[src/rtl/nanorv32_ahb_console.sv]
// AHB-lite console FIFO and test-result responder for the nanorv32 data bus.
// Build option: define NANORV32_CONSOLE_LINEBUF_EN to release console bytes a line at a time.
module nanorv32_ahb_console #(
  parameter int unsigned ADDR_W     = 4,
  parameter int unsigned FIFO_DEPTH = 8,
  parameter logic [31:0] PASS_CODE  = 32'hCAFFE000,
  parameter logic [31:0] FAIL_CODE  = 32'hDEADD000
) (
  input  logic              clk,
  input  logic              rst,
  input  logic              hsel,
  input  logic [ADDR_W-1:0] haddr,
  input  logic [1:0]        htrans,
  input  logic              hwrite,
  input  logic [2:0]        hsize,
  input  logic [31:0]       hwdata,
  input  logic              hready,
  output logic [31:0]       hrdata,
  output logic              hreadyout,
  output logic              hresp,
  output logic [7:0]        tx_data,
  output logic              tx_valid,
  input  logic              tx_ready,
  output logic              test_pass,
  output logic              test_fail
);
  localparam int unsigned PtrW = $clog2(FIFO_DEPTH);
  localparam int unsigned RegW = ADDR_W - 2;

  localparam logic [RegW-1:0] RegData   = RegW'(0);
  localparam logic [RegW-1:0] RegStatus = RegW'(1);
  localparam logic [RegW-1:0] RegResult = RegW'(2);
  localparam logic [RegW-1:0] RegCtrl   = RegW'(3);

  typedef logic [PtrW:0] ptr_t;

  logic            dp_valid_q, dp_write_q;
  logic [RegW-1:0] dp_reg_q;
  ptr_t            wr_ptr_q, wr_ptr_d, rd_ptr_q, rd_ptr_d, nl_d;
  logic [7:0]      mem_q [FIFO_DEPTH];
  logic [31:0]     result_q, result_d, hrdata_q, rdata_d;
  logic            pass_q, pass_d, fail_q, fail_d;
  logic            empty, full, pop, push, stall, flush, wr_data, wr_result, addr_cap;
  logic            unused_bits;

  function automatic logic is_full(ptr_t wr, ptr_t rd);
    return (wr[PtrW] != rd[PtrW]) && (wr[PtrW-1:0] == rd[PtrW-1:0]);
  endfunction

  function automatic logic [31:0] status_word(ptr_t wr, ptr_t rd, ptr_t nl, logic p, logic f);
    ptr_t        lvl;
    logic [31:0] lvl32, nl32, s;
    lvl      = wr - rd;
    lvl32    = 32'(lvl);
    nl32     = 32'(nl);
    s        = '0;
    s[0]     = (wr == rd);
    s[1]     = is_full(wr, rd);
    s[2]     = p;
    s[3]     = f;
    s[15:8]  = lvl32[7:0];
    s[23:16] = nl32[7:0];
    return s;
  endfunction

  assign unused_bits = ^{hsize, haddr[1:0]};

  assign empty     = (wr_ptr_q == rd_ptr_q);
  assign full      = is_full(wr_ptr_q, rd_ptr_q);
  assign tx_data   = mem_q[rd_ptr_q[PtrW-1:0]];
  assign pop       = tx_valid & tx_ready;
  assign addr_cap  = hsel & htrans[1] & hready;
  assign wr_data   = dp_valid_q & dp_write_q & (dp_reg_q == RegData);
  assign wr_result = dp_valid_q & dp_write_q & (dp_reg_q == RegResult);
  assign flush     = dp_valid_q & dp_write_q & (dp_reg_q == RegCtrl) & hwdata[0];
  // A pop in the same cycle frees the slot, so a full FIFO only stalls without one.
  assign stall     = wr_data & full & ~pop;
  assign push      = wr_data & ~stall;
  assign hreadyout = ~stall;
  assign hresp     = 1'b0;
  assign hrdata    = hrdata_q;
  assign test_pass = pass_q;
  assign test_fail = fail_q;

  always_comb begin
    wr_ptr_d = wr_ptr_q;
    rd_ptr_d = rd_ptr_q;
    if (flush) begin
      wr_ptr_d = '0;
      rd_ptr_d = '0;
    end else begin
      if (push) wr_ptr_d = wr_ptr_q + ptr_t'(1);
      if (pop)  rd_ptr_d = rd_ptr_q + ptr_t'(1);
    end
    result_d = wr_result ? hwdata : result_q;
    pass_d   = pass_q | (wr_result & (hwdata == PASS_CODE));
    fail_d   = fail_q | (wr_result & (hwdata == FAIL_CODE));
    // Read data is taken from next-state so a read issued behind a write sees its effect.
    rdata_d  = '0;
    if (addr_cap && !hwrite) begin
      case (haddr[ADDR_W-1:2])
        RegStatus: rdata_d = status_word(wr_ptr_d, rd_ptr_d, nl_d, pass_d, fail_d);
        RegResult: rdata_d = result_d;
        default:   rdata_d = '0;
      endcase
    end
  end

  always_ff @(posedge clk or posedge rst) begin
    if (rst) begin
      dp_valid_q <= 1'b0;
      dp_write_q <= 1'b0;
      dp_reg_q   <= '0;
      wr_ptr_q   <= '0;
      rd_ptr_q   <= '0;
      result_q   <= '0;
      hrdata_q   <= '0;
      pass_q     <= 1'b0;
      fail_q     <= 1'b0;
    end else begin
      if (hready) begin
        dp_valid_q <= addr_cap;
        dp_write_q <= hwrite;
        dp_reg_q   <= haddr[ADDR_W-1:2];
        hrdata_q   <= rdata_d;
      end else if (!stall) begin
        dp_valid_q <= 1'b0;
      end
      wr_ptr_q <= wr_ptr_d;
      rd_ptr_q <= rd_ptr_d;
      result_q <= result_d;
      pass_q   <= pass_d;
      fail_q   <= fail_d;
    end
  end

  always_ff @(posedge clk or posedge rst) begin
    if (rst) begin
      mem_q <= '{default: '0};
    end else if (push) begin
      mem_q[wr_ptr_q[PtrW-1:0]] <= hwdata[7:0];
    end
  end

`ifdef NANORV32_CONSOLE_LINEBUF_EN
  ptr_t nl_q;

  always_comb begin
    nl_d = nl_q;
    if (flush) begin
      nl_d = '0;
    end else begin
      if (push && hwdata[7:0] == 8'h0A) nl_d = nl_d + ptr_t'(1);
      if (pop && tx_data == 8'h0A)      nl_d = nl_d - ptr_t'(1);
    end
  end

  always_ff @(posedge clk or posedge rst) begin
    if (rst) nl_q <= '0;
    else     nl_q <= nl_d;
  end

  // A full FIFO must drain even without a newline, or the CPU would stall forever.
  assign tx_valid = ~empty & ((nl_q != '0) | full);
`else
  assign nl_d     = '0;
  assign tx_valid = ~empty;
`endif

endmodule

[config.mk]
export PLATFORM = sky130hd
export DESIGN_NAME = nanorv32_ahb_console
export DESIGN_NICKNAME = d
export VERILOG_FILES = /design/src/rtl/nanorv32_ahb_console.sv
export SDC_FILE = /design/constraint.sdc
export NUM_CORES = 1
export LEC_CHECK = 0
export CORE_ASPECT_RATIO = 0.7
export CORE_MARGIN = 2
export CORE_UTILIZATION = 54
export DETAILED_ROUTE_END_ITERATION = 10
export GPL_ROUTABILITY_DRIVEN = 0
export PLACE_DENSITY_LB_ADDON = 0.08
export SYNTH_ARGS = -nofsm -noshare
export SYNTH_HDL_FRONTEND = slang
export SYNTH_SLANG_ARGS = --single-unit
[constraint.sdc]
create_clock -name clk -period 8.44 [get_ports clk]
set_input_delay 1.688 -clock clk [delete_from_list [all_inputs] [get_ports clk]]
set_output_delay 1.688 -clock clk [all_outputs]
set_load 0.05 [all_outputs]
==> results.rst, run 1 <==
.. list-table::
   :header-rows: 1

   * - Metric
     - Value
   * - Result of the run
     - completed
   * - Final Max Tran Viols
     - 0
   * - Number of remaining DRC errors
     - 0
   * - Routed len/inst
     - 20.7 um
   * - Post-Syn Instances
     - 453
   * - Cell area after layout
     - 8070 um^2
   * - Critical path start-end classification
     - input pin to primary output
   * - Filler instances
     - 835
   * - Number of antenna repair diodes
     - 0
   * - RSZ-0062 raised after global routing
     - false
   * - Number of flip-flops and latches in the synthesized netlist
     - around 140
   * - Post-CTS resize count
     - 0
   * - Placement-stage cell area
     - 7490 um^2
   * - Die extent in x
     - 136 um
   * - Worst-path cell with the longest stage delay
     - clkdlybuf4s50_1
   * - Root buf cell
     - clkbuf_16
   * - Post-synth EDFFs
     - 0
   * - All-layer global routing usage
     - 23.8%
   * - Data arrival time of the critical path
     - 3540 ps
   * - Count of input and output buffers
     - 84
   * - Total clock buffers created by CTS
     - 17
   * - Count of vias placed by the detailed router
     - ~4,100
   * - Cell Pwr Density
     - about 270 nW/um^2
   * - Maximum number of pins on one net before global-route repair
     - just over 90
   * - Part of the cycle the worst path needs
     - 62.0%
   * - Detailed-route wire length
     - roughly 14,000 um
   * - Die Y
     - 96.3 um
   * - Top_reg_cell synth
     - dfrtp_1
   * - Data required, critical path
     - a little under 7000 ps
   * - Actual slew at the worst max-slew pin
     - 1110 ps
   * - Logic pwr share
     - 25.9%
   * - DP HPWL
     - 9510 um
   * - Starting utilization of the core area
     - 55.7%
   * - Area share of the leading cell type in the synthesized netlist
     - roughly 54%
   * - Fin Setup TNS
     - 0 ps
   * - Count of cells along the worst hold path
     - 1
   * - Cell type with the highest aggregate area in the netlist
     - dfrtp_1
   * - Crit. End Element
     - primary output
   * - Power share of the sequential group
     - 40.2%
   * - Maximum resistive drop on vdd
     - 261 uV
   * - Mean number of vias per cell
     - 5.84
   * - Clk pin slew, worst setup/hold paths
     - ~60 ps
   * - Mean area per synthesized cell
     - between 10 and 15 um^2
   * - Final layout net count
     - 584
   * - Worst Clk Skew
     - between 7 and 8 ps
   * - Share of the yosys chip area belonging to registers
     - 54.0%
   * - Share of post-route cells with drive strength above 1
     - 31.7%
   * - Number of global-route vias before repair
     - 4,154
   * - Final worst hold slack
     - 496 ps
   * - # hold bufs at CTS
     - 0
   * - Clk Latency, worst-skew pair
     - approximately 410 ps
   * - Detail Route Antenna Nets
     - 0
   * - CP delay by family, top
     - buffers and inverters
   * - Wire length of the first global-routing pass
     - approximately 23,000 um
   * - Cell total after placement
     - 667
   * - Residual overflow from global routing
     - 0
   * - Pwr Total
     - 0.00215 W
   * - CTS tree
     - done
   * - Buffers inserted during post-CTS setup optimization
     - 0
   * - Total of endpoints with negative setup slack in the final report
     - 0
   * - Path class of the lowest-slack min-delay path
     - flip-flop to flip-flop
   * - Row Count
     - 33
   * - Max Fclk
     - 191 MHz
   * - Worst path buffer plus inverter count
     - 2
   * - Core box area
     - 11,800 um^2
   * - Area growth from synthesis to layout
     - 22.7%
   * - Commonest cells after routing, fill and taps aside
     - dfrtp_1 (142), clkdlybuf4s50_1 (84), mux2_2 (81)
   * - Endpoints failing hold
     - 0
   * - Clock group share of total power
     - 33.9%
   * - Post-Layout Cell Count
     - 699
   * - DRC marker count from the first detailed-route iteration
     - 188
   * - Largest stage delay on the critical path
     - 760 ps
   * - Antenna violations before repair
     - 0
   * - Number of buffers on the longest clock path
     - 2
   * - Share of synthesized flip-flops with an asynchronous set or reset
     - 100%
   * - Synth Cell Area
     - 6580 um^2
   * - Top Ports
     - 92
   * - Max FO, Critical Path
     - 4
   * - Setup crit start kind
     - input pin
   * - Synthesized Nets
     - 508
   * - Leading post-synthesis cells by cell area
     - dfrtp_1 (54%), mux2_2 (14%), mux2_4 (5.5%), mux4_2 (5.5%), a22o_1 (2.1%)
   * - NetSw
     - 0.000672 W
   * - Worst rel slew slack
     - 25.8%
   * - Most common library cell in the layout ignoring fill and taps
     - dfrtp_1
   * - Cell Chain, Critical Path
     - clkdlybuf4s50_1 > nor2_1 > nand3_1 > clkdlybuf4s50_1
   * - H-tree levels
     - 4
   * - R2R cell count
     - 9
   * - Cell count along the critical path
     - 4
   * - P_int
     - 0.00148 W
   * - Die area
     - 13,100 um^2
   * - CP dominant cell by count
     - clkdlybuf4s50_1
   * - Synth Warn #
     - 0
   * - Router iterations before antenna repair
     - 5
   * - Distinct cells, synth
     - 56
   * - Max-cap check violation count
     - 0
   * - Leakage power summed over all cells
     - about 3.6 nW
   * - Post-layout min period
     - between 5000 and 6000 ps
   * - Switching portion of total power
     - between 30% and 40%
   * - Number of sinks handled by clock tree synthesis
     - about 140
[through the flow]
| stage | setup slack, ps | util, % |
|---|---|---|
| after floorplan | 2940 | - |
| after global placement | 3280 | 63.4 |
| after detailed placement | 3250 | 63.4 |
| after CTS | 3230 | 68.4 |
| after global routing | 3150 | 68.4 |
| final | 3210 | 68.4 |
[final timing paths]
check / startpoint / slack [ps] / to
worst min register to register: result_q[20]$_DFF_PP0_ / 500 / result_q[20]$_DFF_PP0_
max in group asynchronous: rst / 5270 / mem_q[12]$_DFFE_PP0P_
worst max register to register: rd_ptr_q[1]$_DFF_PP0_ / 5010 / hrdata[9]$_DFFE_PP0P_
worst min-delay path: result_q[20]$_DFF_PP0_ / 500 / result_q[20]$_DFF_PP0_
worst max-delay path: tx_ready / 3210 / hreadyout
min in group asynchronous: rst / 1680 / result_q[6]$_DFF_PP0_
[routing by layer]
metal  track usage [%]  share of wire, %
met4              8.16               1.4
met3              5.58               5.5
met1              34.9                48
met2              35.0                45
met5                 0                 0
[sequential cells by signal (all words and copies together), names as in the netlist]
register    flops
wr_ptr_q        4
result_q       32
dp_reg_q        2
dp_write_q      1
dp_valid_q      1
mem_q          64
hrdata         32
test_pass       1
rd_ptr_q        4
test_fail       1
[synthesized netlist by cell type, drive strengths merged (7+ instances only)]
library cell / instances
nor2: 14
mux2: 107
o21ai: 10
clkbuf: 15
a22o: 16
dfrtp: 142
nand2b: 8
inv: 16
mux4: 16
buf: 16
ha: 7
[cell type report]
type / count / area, um^2 / share of cell area, %
sequential: 142 / 3550 / 44.0
timing repair buffer: 88 / 871 / 10.8
multi-input combinational: 264 / 2800 / 34.7
tap: 157 / 196 / 2.43
clock inverter: 13 / 141 / 1.75
clock buffer: 19 / 443 / 5.49
inverter: 16 / 65.1 / 0.806
[cells by family (layout without fill, tap and decap cells)]
kind of cell    Yosys count  in the layout  share of synthesized area [%]
flops                   142            142                           54.0
mux                     125            125                           25.5
simple gates             71             71                           7.46
compound gates           48             48                           6.16
buf+inv                  47            136                           3.39
xor+xnor                 11             11                           1.81
fa+ha+maj                 8              8                           1.64
other cells               1              1                         0.0570
[power groups by stage]
| stage | clock, W | combinational [W] | sequential, W |
|---|---|---|---|
| after floorplan | 0 | 0.000458 | 0.000826 |
| final | 0.000730 | 0.000559 | 0.000865 |
| after global placement | 0 | 0.000547 | 0.000868 |
| after CTS | 0.000742 | 0.000560 | 0.000864 |
| after detailed placement | 0 | 0.000557 | 0.000875 |
| after global routing | 0.000774 | 0.000605 | 0.000877 |
Power figures use the tool's default switching activity.
==> run 2: changes to the inputs <==
--- a/config.mk
+++ b/config.mk
@@ -7,7 +7,7 @@
 export LEC_CHECK = 0
 export CORE_ASPECT_RATIO = 0.7
 export CORE_MARGIN = 2
-export CORE_UTILIZATION = 54
+export CORE_UTILIZATION = 49
 export DETAILED_ROUTE_END_ITERATION = 10
 export GPL_ROUTABILITY_DRIVEN = 0
 export PLACE_DENSITY_LB_ADDON = 0.08
==> constraint.sdc (replaced) <==
create_clock -name clk -period 4.2 [get_ports clk]
set_input_delay 0.84 -clock clk [delete_from_list [all_inputs] [get_ports clk]]
set_output_delay 0.84 -clock clk [all_outputs]
set_load 0.05 [all_outputs]
==> run 2 against run 1 <==
  * Critical path depth is the same
  * Hold slack got worse by 11 ps
  * Register-to-register slack got worse by 3900 ps
  * Combinational power grew 110%
  * Sequential cell count did not move
  * Sequential power is 94% higher
  * Critical endpoint is now tx_data[5]
==> results.rst, run 2 (synthesis gave the netlist of run 1 again) <==
.. list-table::
   :header-rows: 1

   * - Metric
     - Value
   * - Cell Chain, Critical Path
     - buf_4 > mux4_2 > mux2_2 > clkdlybuf4s50_1
   * - Maximum resistive drop on vdd
     - approximately 480 uV
   * - Residual overflow from global routing
     - 0
   * - Area growth from synthesis to layout
     - 24.3%
   * - Starting utilization of the core area
     - about half
   * - Router iterations before antenna repair
     - 4
   * - Final layout net count
     - 589
   * - Count of vias placed by the detailed router
     - 4,039
   * - Post-layout min period
     - approximately 3600 ps
   * - Count of input and output buffers
     - 84
   * - Post-CTS resize count
     - 0
   * - Wire length of the first global-routing pass
     - 23,700 um
   * - Crit. End Element
     - primary output
   * - Final Max Tran Viols
     - 0
   * - Fin Setup TNS
     - 0 ps
   * - Flip-flop count of the largest register after layout
     - 64
   * - Most common library cell in the layout ignoring fill and taps
     - dfrtp_1
   * - Number of antenna repair diodes
     - 0
   * - Antenna violations before repair
     - 0
   * - DP HPWL
     - 9780 um
   * - # hold bufs at CTS
     - 0
   * - Cell area after layout
     - 8170 um^2
   * - Number of buffers on the longest clock path
     - 2
   * - Path class of the lowest-slack min-delay path
     - flip-flop to flip-flop
   * - Root buf cell
     - clkbuf_16
   * - Row Count
     - 35
   * - Number of remaining DRC errors
     - 0
   * - Cell Pwr Density
     - 545 nW/um^2
   * - CTS tree
     - done
   * - Endpoints failing hold
     - 0
   * - Die area
     - 14,400 um^2
   * - RSZ-0062 raised after global routing
     - false
   * - Maximum number of pins on one net before global-route repair
     - 84
   * - Worst rel slew slack
     - 45.4%
   * - Core box area
     - 13,100 um^2
   * - Critical path start-end classification
     - flip-flop to primary output
   * - Number of sinks handled by clock tree synthesis
     - 142
   * - Placement-stage cell area
     - 7550 um^2
   * - Register containing the most flip-flops in the final layout
     - mem_q
   * - Share of post-route cells with drive strength above 1
     - 32.7%
   * - Setup crit start kind
     - flip-flop
   * - Worst-path cell with the longest stage delay
     - clkdlybuf4s50_1
   * - Total of endpoints with negative setup slack in the final report
     - 0
   * - Routed len/inst
     - 20.8 um
   * - Final worst hold slack
     - 485 ps
   * - Total clock buffers created by CTS
     - 17
   * - Detailed-route wire length
     - 14,900 um
   * - Number of global-route vias before repair
     - between 4,000 and 5,000
   * - Top Ports
     - 92
   * - CP delay by family, top
     - buffers and inverters
   * - Max FO, Critical Path
     - 12
   * - Clk Latency, worst-skew pair
     - 410 ps
   * - Buffers inserted during post-CTS setup optimization
     - 0
   * - Largest stage delay on the critical path
     - 700 ps
   * - Worst Clk Skew
     - 10.1 ps
   * - Data required, critical path
     - about 3400 ps
   * - Max Fclk
     - around 280 MHz
   * - Detail Route Antenna Nets
     - 0
   * - Die Y
     - approximately 100 um
   * - H-tree levels
     - 4
   * - Actual slew at the worst max-slew pin
     - a little over 800 ps
   * - Clk pin slew, worst setup/hold paths
     - 60 ps
   * - Leakage power summed over all cells
     - 3.68 nW
   * - Commonest cells after routing, fill and taps aside
     - dfrtp_1 (142), clkdlybuf4s50_1 (84), mux2_2 (81)
   * - All-layer global routing usage
     - 22.1%
   * - Max-cap check violation count
     - 0
   * - Mean number of vias per cell
     - 5.66
   * - Result of the run
     - completed
   * - Die extent in x
     - ~140 um
   * - Worst path buffer plus inverter count
     - 2
   * - DRC marker count from the first detailed-route iteration
     - 230
   * - Part of the cycle the worst path needs
     - between 80% and 90%
   * - Data arrival time of the critical path
     - 2740 ps
==> run 2: cell types whose count changed in the layout (fill, tap and decap cells not counted), sizes merged <==
cell,before,now
clkbuf,19,18
buf,4,9
inv,17,18
clkinvlp,3,2
bufinv,2,3
==> run 2: report_power, final <==
part	total (W)	internal [W]	leakage, nW	switching, W
logic	0.00120	0.000546	1.52	0.000657
clock network	0.00157	0.000962	0.303	0.000608
registers	0.00168	0.00155	1.86	0.000128
total	0.00446	0.00306	3.68	0.00139
==> run 2: path summary, 6_finish.rpt <==
| check | slack [ps] | from | cells after the start | end |
|---|---|---|---|---|
| worst max-delay path | 620 | rd_ptr_q[1]$_DFF_PP0_ | 4 | tx_data[5] |
| worst min-delay path | 490 | mem_q[61]$_DFFE_PP0P_ | 1 | mem_q[61]$_DFFE_PP0P_ |
| worst max register to register | 1110 | wr_ptr_q[0]$_DFF_PP0_ | 9 | hrdata[9]$_DFFE_PP0P_ |
| worst min register to register | 490 | mem_q[61]$_DFFE_PP0P_ | 1 | mem_q[61]$_DFFE_PP0P_ |
| max in group asynchronous | 2500 | rst | 3 | hrdata[10]$_DFFE_PP0P_ |
| min in group asynchronous | 840 | rst | 2 | result_q[26]$_DFF_PP0_ |
==> run 2: routing by layer <==
layer / track usage (%) / share of wire (%) / routed length (um) / vias up
met3: 4.94 / 3.6 / 528 / 8
met2: 32.4 / 45 / 6660 / 80
met1: 33.6 / 51 / 7560 / 2129
met5: 0 / 0 / 0 / -
met4: 5.26 / 0.73 / 109 / 0
li1: - / - / - / 1822
==> run 2: worst register-to-register path, cell delays in order, from the launching register on <==
cell,delay (ps)
dfrtp_1,680
xor2_2,230
nor3_4,380
a21boi_4,180
xnor2_1,180
or2_2,300
ha_1,190
inv_1,80
fa_1,440
a221o_1,320
==> run 2: layout make-up <==
class | count | area (um^2)
clock buffers | 18 | 439
clock inverters | 14 | 184
fillers | 1014 | 4960
inverters | 16 | 63.8
multi-input cells | 264 | 2800
flip-flops and latches | 142 | 3550
well taps | 166 | 208
repair buffers | 93 | 921
==> run 2: through the flow <==
step / setup WS [ps] / util [%] / cells / power [W]
3_5_place_dp: 652 / 57.5 / 681 / 0.00290
6_report: 622 / 62.2 / 713 / 0.00446
5_1_grt: 554 / 62.2 / 713 / 0.00466
3_3_place_gp: 678 / 57.5 / 681 / 0.00287
2_1_floorplan: 1410 / - / 453 / 0.00258
4_1_cts: 602 / 62.2 / 713 / 0.00449
